## src/rtl/tdm_demux_if.sv

```systemverilog
// tdm_demux_if: slot-interleaved link bundle between a TDM source and tdm_demux.
//   in_valid/in_sof/in_data  : one slot beat per valid cycle, in_sof marks slot 0
//   out_valid/out_data       : completed frame, channel k at out_data[k*W +: W]
//   out_err                  : partial frame discarded
//   modport master drives the beats; modport slave is the demultiplexer side.
interface tdm_demux_if #(
    parameter int N_CH = 4,
    parameter int W    = 8
);
    logic            in_valid;
    logic            in_sof;
    logic [W-1:0]    in_data;
    logic            out_valid;
    logic [N_CH*W-1:0] out_data;
    logic            out_err;
    modport master (output in_valid, in_sof, in_data, input out_valid, out_data, out_err);
    modport slave  (input in_valid, in_sof, in_data, output out_valid, out_data, out_err);
endinterface

```

## src/rtl/tdm_demux.sv

```systemverilog
// tdm_demux: rebuilds N_CH-slot TDM frames from a shared beat path into one aligned word.
//   clk   : rising-edge clock
//   rst_n : synchronous active-low reset
//   bus   : tdm_demux_if.slave (beats in, frame/err pulses out)
//   Optional macro TDM_DEMUX_TIMEOUT_EN: abandon a frame after TIMEOUT idle cycles.
module tdm_demux #(
    parameter int N_CH    = 4,
    parameter int W       = 8,
    parameter int TIMEOUT = 16
) (
    input  logic         clk,
    input  logic         rst_n,
    tdm_demux_if.slave   bus
);
    localparam int SW = $clog2(N_CH);

    typedef enum logic {IDLE, COLLECT} state_t;

    if (N_CH < 2 || TIMEOUT < 1) begin : g_bad_param
        $error("tdm_demux: N_CH must be >= 2 and TIMEOUT >= 1");
    end

    state_t                r_state, w_state_nx;
    logic [SW-1:0]         r_slot, w_slot_nx;
    logic [(N_CH-1)*W-1:0] r_stage;
    logic                  w_start, w_last, w_mid, w_err, w_tmo;

`ifdef TDM_DEMUX_TIMEOUT_EN
    localparam int TW = $clog2(TIMEOUT + 1);
    logic [TW-1:0] r_idle;
    // Fires on the TIMEOUT-th consecutive idle cycle; a beat in that cycle wins.
    assign w_tmo = (r_state == COLLECT) && !bus.in_valid && (r_idle == TW'(TIMEOUT - 1));
    always_ff @(posedge clk) begin
        if (!rst_n || r_state != COLLECT || bus.in_valid || w_tmo)
            r_idle <= '0;
        else
            r_idle <= r_idle + 1'b1;
    end
`else
    assign w_tmo = 1'b0;
`endif

    always_comb begin
        // A SOF beat always opens a new frame; in COLLECT it also discards the old one.
        w_start    = bus.in_valid && bus.in_sof;
        w_last     = (r_state == COLLECT) && bus.in_valid && !bus.in_sof && (r_slot == SW'(N_CH - 1));
        w_mid      = (r_state == COLLECT) && bus.in_valid && !bus.in_sof && !w_last;
        w_err      = ((r_state == COLLECT) && w_start) || w_tmo;
        w_state_nx = w_start ? COLLECT : (w_last || w_tmo) ? IDLE : r_state;
        w_slot_nx  = w_start ? SW'(1) : (w_last || w_tmo) ? '0 : w_mid ? r_slot + 1'b1 : r_slot;
    end

    always_ff @(posedge clk) begin
        if (!rst_n) begin
            r_state <= IDLE;
            r_slot  <= '0;
        end else begin
            r_state <= w_state_nx;
            r_slot  <= w_slot_nx;
        end
    end

    always_ff @(posedge clk) begin
        if (!rst_n) begin
            r_stage       <= '0;
            bus.out_valid <= 1'b0;
            bus.out_err   <= 1'b0;
            bus.out_data  <= '0;
        end else begin
            if (w_start)
                r_stage[0 +: W] <= bus.in_data;
            else if (w_mid)
                r_stage[r_slot*W +: W] <= bus.in_data;
            bus.out_valid <= w_last;
            bus.out_err   <= w_err;
            if (w_last)
                bus.out_data <= {bus.in_data, r_stage};
        end
    end
endmodule

```

## src/flat_wrapper.sv

```systemverilog
// flat-port wrapper written by rule: the top's interface ports become plain ports
module tdm_demux_flat 
#(
    parameter int N_CH    = 4,
    parameter int W       = 8,
    parameter int TIMEOUT = 16
)
  (clk, rst_n, bus_in_valid, bus_in_sof, bus_in_data, bus_out_valid, bus_out_data, bus_out_err);
  tdm_demux_if #(.N_CH(N_CH), .W(W)) bus_i ();
  input  logic clk;
  input  logic rst_n;
  input wire logic [$bits(bus_i.in_valid)-1:0] bus_in_valid;
  input wire logic [$bits(bus_i.in_sof)-1:0] bus_in_sof;
  input wire logic [$bits(bus_i.in_data)-1:0] bus_in_data;
  output wire logic [$bits(bus_i.out_valid)-1:0] bus_out_valid;
  output wire logic [$bits(bus_i.out_data)-1:0] bus_out_data;
  output wire logic [$bits(bus_i.out_err)-1:0] bus_out_err;
  assign bus_i.in_valid = bus_in_valid;
  assign bus_i.in_sof = bus_in_sof;
  assign bus_i.in_data = bus_in_data;
  assign bus_out_valid = bus_i.out_valid;
  assign bus_out_data = bus_i.out_data;
  assign bus_out_err = bus_i.out_err;
  tdm_demux #(.N_CH(N_CH), .W(W), .TIMEOUT(TIMEOUT)) u_core (.clk(clk), .rst_n(rst_n), .bus(bus_i));
endmodule
```

## config.mk

```make
export PLATFORM = sky130hd
export DESIGN_NAME = tdm_demux_flat
export DESIGN_NICKNAME = d
export VERILOG_FILES = /design/src/rtl/tdm_demux_if.sv /design/src/rtl/tdm_demux.sv /design/src/flat_wrapper.sv
export SDC_FILE = /design/constraint.sdc
export NUM_CORES = 1
export LEC_CHECK = 0
export ABC_CLOCK_PERIOD_IN_PS = 1750
export BUFFER_PORTS_ARGS = -buffer_cell sky130_fd_sc_hd__buf_2
export CAP_MARGIN = 10
export CORE_MARGIN = 10
export CORE_UTILIZATION = 53
export CTS_CLUSTER_SIZE = 10
export DETAILED_ROUTE_END_ITERATION = 10
export GPL_ROUTABILITY_DRIVEN = 0
export PLACE_DENSITY = 0.83
export SYNTH_ARGS = -nofsm -noshare
export SYNTH_HDL_FRONTEND = slang
export SYNTH_SLANG_ARGS = --single-unit
export TNS_END_PERCENT = 100
```

## constraint.sdc

```tcl
create_clock -name clk -period 1.75 [get_ports clk]
set_input_delay 0 -clock clk [delete_from_list [all_inputs] [get_ports clk]]
set_output_delay 0 -clock clk [all_outputs]
set_load 0.005 [all_outputs]
```

**After elaboration in Yosys (flattened, before gate mapping)**

Cells that the tools add are included.

- Flip-flop bits (word level): 61
- Input port bits: 12
- Output and inout bits: 34
- Logic and storage cells: 36

- Add/subtract/negate cells: 2
- Eq/ne operators: 1
- Shift operators: 2
- Mux-type cells: 8
- Bitwise operators: 2
- Reductions and logical operators: 13

Operator list:

| operator | number |
|---|---|
| $neg A5 Y34 | 1 |
| $shift A8 B34 Y24 const A | 1 |
| $shiftx A8 B34 Y24 | 1 |
| $bwmux W24 | 1 |
| $mux W8 | 2 |
| $logic_and A1 B1 Y1 | 6 |
| $mux W1 | 5 |
| $reduce_bool A2 Y1 | 2 |
| $reduce_bool A3 Y1 | 1 |
| $reduce_or A3 Y1 | 1 |
| $add A2 B1 Y2 const B | 1 |
| $eq A2 B2 Y1 const B | 1 |
| $logic_not A1 Y1 | 2 |
| $not A1 Y1 | 2 |
| $reduce_and A2 Y1 | 1 |

**Longest topological paths before layout**

Gate-level depths: netlist of run 1.

- Depth after elaboration: 8
- Mapped depth: 6
- Depth with buffers taken out: 5

**Worst setup path after synthesis of run 1**

No wires, ideal clock.

- Path kind: register to register
- From: reg u_core.r_slot[0]
- To: reg u_core.r_slot[1]
- Arrival time: 1,443 ps
- Required time: 1,634 ps
- Setup slack: 191 ps
- Cell stages (with the launch flop): 6
- Path buffers: 1
- Period minus slack after synthesis: 1,559 ps
- Cells stage by stage: dfxtp_1 -> ha_1 -> and4bb_1 -> buf_6 -> mux2_4 -> and3_1

- Longest elaborated chain between the ends: 4

RTL lines:

| item | line | RTL |
|---|---|---|
| start: declaration | tdm_demux.sv:24 | `logic [SW-1:0] r_slot, w_slot_nx;` |
| start signal: assignment | tdm_demux.sv:59 | `r_slot <= w_slot_nx;` |
| $eq A2 B2 Y1 | tdm_demux.sv:46 | `w_last = (r_state == COLLECT) && bus.in_valid && !bus.in_sof && (r_slot == SW'(N_CH - 1));` |
| $logic_and A1 B1 Y1 | tdm_demux.sv:46 |  |
| $logic_not A1 Y1 | tdm_demux.sv:47 | `w_mid = (r_state == COLLECT) && bus.in_valid && !bus.in_sof && !w_last;` |
| $logic_and A1 B1 Y1 | tdm_demux.sv:47 |  |

Several ways; a longest one is shown, not always the timed one.
A chain may end at the register's enable or synchronous reset.

**Final worst setup path of run 1**

- From: reg u_core.r_slot[0]
- To: reg u_core.r_stage[3]

- Longest elaborated chain between the ends: 5

RTL lines:

| item | line | RTL |
|---|---|---|
| $neg A5 Y34 / $eq A2 B2 Y1 (equally long branches) | tdm_demux.sv:73, tdm_demux.sv:46 |  |
| $shiftx A8 B34 Y24, or another cell as far along | tdm_demux.sv:73 | `r_stage[r_slot*W +: W] <= bus.in_data;` |
| $bwmux W24 / $logic_not A1 Y1 (equally long branches) | tdm_demux.sv:73, tdm_demux.sv:47 |  |
| $mux W8 / $logic_and A1 B1 Y1 (equally long branches) | tdm_demux.sv:72, tdm_demux.sv:47 |  |
| $mux W8 / $reduce_bool A2 Y1 (equally long branches) | n/a |  |
| end signal: indexed assignment | tdm_demux.sv:71 | `r_stage[0 +: W] <= bus.in_data;` |
| end signal: indexed assignment | tdm_demux.sv:73 |  |
| end: declaration | tdm_demux.sv:25 | `logic [(N_CH-1)*W-1:0] r_stage;` |

Several ways; a longest one is shown, not always the timed one. The select of a mux whose other input is x is not followed.

==> results.cfg, run 1 <==
[setup_path]
arrival_ps = 1870
startpoint = u_core.r_slot[0]
r2r_cells = 4
cp-endpoint = u_core.r_stage[3]
r2r-end = u_core.r_stage[3]
reg2reg_from = u_core.r_slot[0]
crit_path_end_kind = register
crit_type = register to register
regToRegSetupSlack_ps = 140
critPathLaunchType = register
crit_fanout = 8
crit_required_ps = 2000

[clock_tree]
cts_max_path_buffers = 2
cts_tree = yes
cts-root-buf = clkbuf_8
post_cts_buffers = 0
cts_buffers = 9
clk_pin_slew_ps = 60
clock_sinks = 61
clock_latency_ps = 330
h-tree-depth = 3

[synthesis]
synth_cell_type_count = 28
synth.avg_cell_area_um2 = 10.5
synth-edff-count = 0
netlist_top_cells_count = dfxtp_1, a22o_1, nand2_1
synth_top_family_by_area = compound AO/OA/AOI/OAI gates
yosysTopAreaCell = dfxtp_1
yosys-top-cells-area = dfxtp_1, a22o_1, a21boi_0
yosysSeqAreaShare = 0.539
synth-xor-area-share = 0
synth_flop_cell = dfxtp_1
syn-num-nets = 233
synth_cells = 216
yosys_warnings = 0
synth.mux.area_fraction = 0.00663
async_flop_share = 0
yosys.area_share.adder = 0.0276
synth.most_common_cell = dfxtp_1
yosys.area_share.simple = 0.121
yosysTopAreaCellShare = 0.539
synth-compound-area-share = 0.255
yosys_register_bits = 61
synth_area_um2 = 2260

[global_route]
grt_pass1_wl_mm = 9.09
gr-total-overflow = 0
grt_start_max_net_pins = 34
grt_pass1_vias = 1866
track_usage = 0.155
antenna_found_initial = 1

[power_and_ir_drop]
leakage_nw = 1.20
irDropWorstVdd_mv = 0.447
p_per_area_nw_per_um2 = 994

[run_status]
outcome = finished, final reports clean

[final_layout]
syn_to_final_growth_pct = 24.6
post-route-util = 0.696
drive_gt1_frac = 0.253
nets = 290
fill_cells = 299

[run]
timing.max_cap.violations = 0

[place]
io_buffers = 45
hpwl_mm = 3.70

[floorplan]
core_um2 = 4060
die_w_um = 85.4
dieArea_um2 = 7290
ios = 46
rows = 23
die_y_um = 85.4
initial_core_util = 0.558

[drt]
ant_nets = 0
vias_per_cell = 5.81
wl_per_cell_um = 17.0
vias = 1907
wl_mm = 5.59
drtIter0Drc = 179
route.detailed.drc = 0
drtPass1Iterations = 4

[timing]
relSlewSlack = 0.787
worst_slew_pin_slew_ps = 319
post-route-period-util = 0.922
finalSetupTns_ps = 0
setup_viol = 0
fmax_mhz = 620
rsz0062_at_grt = false
finClkSkew_ps = 6.15
finalMaxSlewViolations = 0
finalHoldViolCount = 0
min_period_ps = 1610

[hold_path]
hp-class = primary input to register
[cell usage in the layout, fill, tap and decap left out]
cell type | netlist | routed
a22o_1 | 32 | 32
nor2_2 | 1 | 1
ha_1 | 5 | 5
a21boi_1 | 1 | 1
inv_1 | 5 | 5
buf_12 | 0 | 1
nor2_1 | 1 | 1
nand4bb_1 | 1 | 1
o21a_1 | 2 | 2
nand3_1 | 1 | 1
nand4_1 | 16 | 16
nand2b_1 | 1 | 1
clkbuf_8 | 0 | 11
and4bb_1 | 1 | 1
dfxtp_2 | 0 | 1
buf_2 | 8 | 45
bufinv_16 | 0 | 1
nor3b_1 | 1 | 1
o21ai_0 | 17 | 17
nor3b_2 | 1 | 1
nand2_1 | 21 | 21
dlygate4sd3_1 | 0 | 9
and3_1 | 1 | 1
a21boi_0 | 17 | 17
and3b_1 | 1 | 1
o22ai_1 | 8 | 8
nand4b_1 | 1 | 1
and2_1 | 1 | 1
clkbuf_1 | 6 | 3
buf_4 | 0 | 8
diode_2 | 0 | 1
mux2_4 | 1 | 1
dfxtp_1 | 61 | 60
o41a_1 | 1 | 1
[kinds of logic (layout without fill, tap and decap cells)]
family,after synthesis,after routing
AND/OR/NAND/NOR,49,49
adder cells (fa/ha/maj),5,5
other,0,1
AO/OA/AOI/OAI,78,78
multiplexers,1,1
buffers and inverters,22,83
flip-flops,61,61
[repair_timing]
action	4_1_cts	5_1_grt
setup endpoints to repair	0	8
hold buffers	9	0
gates resized for setup	0	1
hold endpoints to repair	27	0
[flip-flops by register name (all words and copies together), names as in the netlist]
name,count
u_core.bus.out_err,1
u_core.bus.out_valid,1
u_core.bus.out_data,32
u_core.r_stage,24
u_core.r_state,1
u_core.r_slot,2
[worst max-delay path, cell delays in order, from the launching register on]
cell and delay, ps:
dfxtp_2 380, inv_1 90, ha_1 350, o41a_1 550
o22ai_1 160
[worst min path at each step]
stage / startpoint / end / cells after the start
5_1_grt: rst_n / u_core.r_state / 2
4_1_cts: rst_n / u_core.r_state / 2
6_report: rst_n / u_core.r_state / 2
2_1_floorplan: bus_in_sof / u_core.bus.out_err / 2
3_3_place_gp: bus_in_sof / u_core.bus.out_err / 3
3_5_place_dp: bus_in_sof / u_core.bus.out_err / 3
[layer usage]
metal / wire (um) / vias up / share of wire / track usage
met3: 458 / 16 / 0.082 / 0.0746
met2: 2750 / 68 / 0.49 / 0.258
met4: 167 / 0 / 0.030 / 0.0793
met1: 2220 / 903 / 0.40 / 0.158
li1: - / 920 / - / -
met5: 0 / - / 0 / 0
[metrics by stage]
step           cells  total power [W]  area [um2]  setup WS (ps)  hold slack, ps
2_1_floorplan    216          0.00153        2260            191             112
3_3_place_gp     303          0.00158        2540            183             272
3_5_place_dp     303          0.00158        2540           74.6             272
4_1_cts          327          0.00282        2820           47.4            2.93
5_1_grt          328          0.00290        2820           22.1            19.9
6_report         328          0.00280        2820            137            14.2
[layout make-up]
| class | count | area (um2) | area share |
|---|---|---|---|
| Tap cell | 50 | 62.6 | 0.0222 |
| Clock buffer | 14 | 163 | 0.0576 |
| Timing Repair Buffer | 63 | 395 | 0.140 |
| Multi-Input combinational cell | 133 | 928 | 0.329 |
| Clock inverter | 1 | 30.0 | 0.0106 |
| Antenna cell | 1 | 2.50 | 0.000887 |
| Sequential cell | 61 | 1220 | 0.433 |
| Inverter | 5 | 18.8 | 0.00665 |
[power by group]
| part | internal [W] | total (W) | switching [W] |
|---|---|---|---|
| clock | 0.000730 | 0.00123 | 0.000501 |
| sequential | 0.00140 | 0.00142 | 0.0000120 |
| combinational | 0.0000649 | 0.000158 | 0.0000934 |
(Power assumes the default switching activity.)
==> run 2, diff against run 1 <==
CTS_CLUSTER_DIAMETER = 30   (was default)
REMOVE_ABC_BUFFERS = 1   (was default)
==> results.cfg, run 2 (synthesis gave the netlist of run 1 again) <==
[power_and_ir_drop]
leakage_nw = 1.21
irDropWorstVdd_mv = 0.593
power_w = 0.00279
p_per_area_nw_per_um2 = 980

[setup_path]
crit_slowest_cell = o41a_1
reg2reg_from = u_core.r_slot[0]
arrival_ps = 1890
r2r_cells = 4
critPathLaunchType = register
crit_type = register to register
r2r-end = u_core.r_stage[0]
crit_fanout = 8
crit_path_end_kind = register
crit_path_max_incr_delay_ps = 550
regToRegSetupSlack_ps = 120
crit_required_ps = 2010
path_cells = inv_1, ha_1, o41a_1, o22ai_1

[timing]
post-route-period-util = 0.931
setup_viol = 0
finalMaxSlewViolations = 0
finClkSkew_ps = 6.51
layout_setup_ws_ps = 121
relSlewSlack = 0.778
worst_slew_pin_slew_ps = 333
finalSetupTns_ps = 0
rsz0062_at_grt = false
min_period_ps = 1630
finalHoldViolCount = 0
fmax_mhz = 614

[drt]
wl_mm = 5.24
ant_nets = 0
vias = 1844
vias_per_cell = 5.60
wl_per_cell_um = 15.9
route.detailed.drc = 0
drtIter0Drc = 144
drtPass1Iterations = 4

[clock_tree]
cts_max_path_buffers = 2
clock_latency_ps = 340
cts-root-buf = clkbuf_8
clk_pin_slew_ps = 60
clock_sinks = 61
h-tree-depth = 3
cts_tree = yes
cts_buffers = 9

[run]
timing.max_cap.violations = 0

[final_layout]
layout_common_cells = dfxtp_1, buf_2, a22o_1, nand2_1
layout_commonest_cell = dfxtp_1
syn_to_final_growth_pct = 25.6
final_cells = 329
largest_register_ffs = 32
regMostFlops = u_core.bus.out_data
nets = 291
num_antenna_cells = 0
drive_gt1_frac = 0.262
fill_cells = 294
largestRegisters = u_core.bus.out_data x32, u_core.r_stage x24, u_core.r_slot x2
final_area_um2 = 2840

[global_route]
grt_pass1_wl_mm = 9.04
grt_start_max_net_pins = 25
antenna_found_initial = 0
track_usage = 0.154
grt_pass1_vias = 1816
gr-total-overflow = 0

[hold_path]
min_path_cells = 2
min_from = rst_n
hp-class = primary input to register
hold_end = u_core.r_slot[0]

[place]
hpwl_mm = 3.62
placedCellCount = 303
place_ws_ps = 31.7
placed_area_um2 = 2550
io_buffers = 45

[floorplan]
rows = 23
dieArea_um2 = 7290
ios = 46
die_w_um = 85.4
core_um2 = 4060
initial_core_util = 0.558
die_y_um = 85.4

[run_status]
outcome = finished, final reports clean
-- run 2: how the worst max path moves through the flow --
| stage | startpoint | to | slack [ps] | depth (start not counted) |
|---|---|---|---|---|
| CTS | u_core.r_slot[0] | u_core.r_stage[7] | 20 | 4 |
| floorplan | u_core.r_slot[0] | u_core.r_slot[1] | -2 | 4 |
| global placement | u_core.r_slot[0] | u_core.r_stage[5] | 120 | 4 |
| global route | u_core.r_slot[1] | u_core.r_stage[1] | 9 | 4 |
| finish | u_core.r_slot[0] | u_core.r_stage[0] | 120 | 4 |
| detailed placement | u_core.r_slot[0] | u_core.r_stage[2] | 30 | 4 |
-- run 2: timing repair --
| action | 4_1_cts | 5_1_grt |
|---|---|---|
| resized for setup | 0 | 2 |
| endpoints found under the hold margin | 34 | 0 |
| hold buffers | 10 | 0 |
| setup buffers | 0 | 0 |
| endpoints found under the setup margin | 0 | 21 |
-- run 2: final cells by class --
class                   count  area, um2  area share
clock buffers              12        145      0.0510
clock inverters             4       47.5      0.0167
repair buffers             64        418       0.147
well taps                  50       62.6      0.0220
flip-flops and latches     61       1220       0.430
multi-input cells         133        930       0.327
inverters                   5       18.8     0.00660
-- run 2: report_power, final --
part	internal [W]	switching, W
clock	0.000692	0.000526
combinational	0.0000653	0.0000886
sequential	0.00140	0.0000124
total	0.00216	0.000627
-- run 2: metrics by stage --
step,utilization,hold slack [ps]
2_1_floorplan,-,112
6_report,0.701,14.0
3_5_place_dp,0.628,272
4_1_cts,0.700,4.53
5_1_grt,0.701,22.3
3_3_place_gp,0.628,270
-- run 2: metal layers --
| layer | vias up | wire (um) | share of wire | GRT usage |
|---|---|---|---|---|
| li1 | 918 | - | - | - |
| met1 | 861 | 2220 | 0.42 | 0.175 |
| met2 | 59 | 2550 | 0.49 | 0.243 |
| met3 | 6 | 423 | 0.081 | 0.0746 |
| met4 | 0 | 48 | 0.0092 | 0.0629 |
| met5 | - | 0 | 0 | 0 |
-- run 2: worst max-delay path, delay by kind of cell (launching register included) --
family	cells	cell delay [ps]
AOI/OAI and AO/OA	2	710
buffers and inverters	1	100
DFF	1	410
adders and majority gates	1	340
==> run 3, diff against run 2 <==
CORE_UTILIZATION = 43   (was 53)
CTS_CLUSTER_SIZE = 25   (was 10)
PLACE_DENSITY = 0.71   (was 0.83)
==> results.cfg, run 3 (synthesis gave the netlist of run 1 again) <==
[run_status]
outcome = finished, final reports clean

[run]
timing.max_cap.violations = 0

[global_route]
grt_start_max_net_pins = 34
use_met3 = 0.0541
top_usage_layer = met2
track_usage = 0.127
grt_pass1_wl_mm = 8.71
grt_pass1_vias = 1693
use_met2 = 0.200
gr-total-overflow = 0
antenna_found_initial = 0
grt_use_met1 = 0.145

[clock_tree]
cts_tree = yes
clk_pin_slew_ps = 60
post_cts_buffers = 0
clock_sinks = 61
cts_buffers = 9
cts-root-buf = clkbuf_8
h-tree-depth = 3
cts_max_path_buffers = 2
clock_latency_ps = 330

[hold_path]
hp-class = primary input to register
min_path_cells = 3
min_from = bus_in_valid

[final_layout]
layout_common_cells = dfxtp_1, buf_2, a22o_1, nand2_1
regMostFlops = u_core.bus.out_data
post-route-util = 0.556
largest_register_ffs = 32
num_antenna_cells = 0
final_area_um2 = 2840
layout_commonest_cell = dfxtp_1
nets = 292
drive_gt1_frac = 0.254
largestRegisters = u_core.bus.out_data x32, u_core.r_stage x24, u_core.r_slot x2
syn_to_final_growth_pct = 25.3

[setup_path]
crit_required_ps = 2010
crit_path_max_incr_delay_ps = 520
arrival_ps = 1850
r2r_cells = 4
crit_path_end_kind = register
startpoint = u_core.r_slot[0]
crit_type = register to register
reg2reg_from = u_core.r_slot[0]
crit_fanout = 8
crit_slowest_cell = o41a_1
path_cells = ha_1, nand4b_1, o41a_1, o22ai_1
critPathLaunchType = register

[timing]
finClkSkew_ps = 7.13
finalMaxSlewViolations = 0
finalSetupTns_ps = 0
worst_hold_slack_ps = 31.3
min_period_ps = 1590
relSlewSlack = 0.780
finalHoldViolCount = 0
rsz0062_at_grt = false
setup_viol = 0
post-route-period-util = 0.910
fmax_mhz = 628
worst_slew_pin_slew_ps = 330

[drt]
vias = 1780
route.detailed.drc = 0
ant_nets = 0
drtIter0Drc = 105
vias_per_cell = 5.10
drtPass1Iterations = 4
wl_mm = 5.23
wl_per_cell_um = 15.0

[place]
io_buffers = 45
placed_area_um2 = 2550
hpwl_mm = 3.60

[floorplan]
core_um2 = 5110
dieArea_um2 = 8570
die_y_um = 92.6
ios = 46
die_w_um = 92.6
initial_core_util = 0.443
rows = 26

[power_and_ir_drop]
p_per_area_nw_per_um2 = 947
leakage_nw = 1.20
irDropWorstVdd_mv = 0.417
[run 3: changes by cell type in the layout (fill, tap and decap cells not counted), sizes merged]
cell / before / now
bufinv: 1 / 0
clkbuf: 12 / 14
clkinv: 2 / 1
clkinvlp: 1 / 0
dlygate4sd3: 10 / 11
[run 3: repair_timing]
item / 4_1_cts / 5_1_grt
resized for setup: 0 / 1
hold buffers: 11 / 0
endpoints found under the setup margin: 0 / 42
hold endpoints to repair: 30 / 0
[run 3: metrics by stage]
step,setup slack [ps],cells,total power (W)
6_report,158,349,0.00269
4_1_cts,28.7,349,0.00272
5_1_grt,31.3,349,0.00279
2_1_floorplan,-2.21,199,0.00151
3_3_place_gp,129,323,0.00157
3_5_place_dp,27.9,323,0.00158
[run 3: path summary, 6_finish.rpt]
kind / endpoint / slack (ps)
max: u_core.r_stage[3] / 160
min: u_core.r_slot[0] / 30
max reg2reg: u_core.r_stage[3] / 160
min reg2reg: u_core.bus.out_data[21] / 460
[run 3: power by group]
group / internal [W] / switching [W] / leakage [nW]
combinational: 0.0000628 / 0.0000886 / 0.619
sequential: 0.00140 / 0.0000125 / 0.493
clock: 0.000621 / 0.000500 / 0.0926
total: 0.00209 / 0.000601 / 1.20
[run 3: worst max-delay path, delay by kind of cell (launching register included)]
family	cells	cell delay (ps)
adder cells (fa/ha/maj)	1	270
AO/OA/AOI/OAI	2	680
AND/OR/NAND/NOR	1	210
flip-flops	1	360
[run 3: final cells by class]
type | instances | area, um2
fill | 480 | 2270
sequential | 61 | 1220
multi-input combinational | 133 | 928
timing repair buffer | 65 | 403
clock buffer | 14 | 173
tap | 70 | 87.6
inverter | 5 | 18.8
clock inverter | 1 | 5.00
[run 3: layer usage]
layer  part of all wire  wire length [um]  vias to the layer above
li1                   -                 -                      927
met5                  0                 0                        -
met3              0.072               375                        6
met4              0.015                79                        0
met1               0.44              2320                      796
met2               0.47              2460                       51
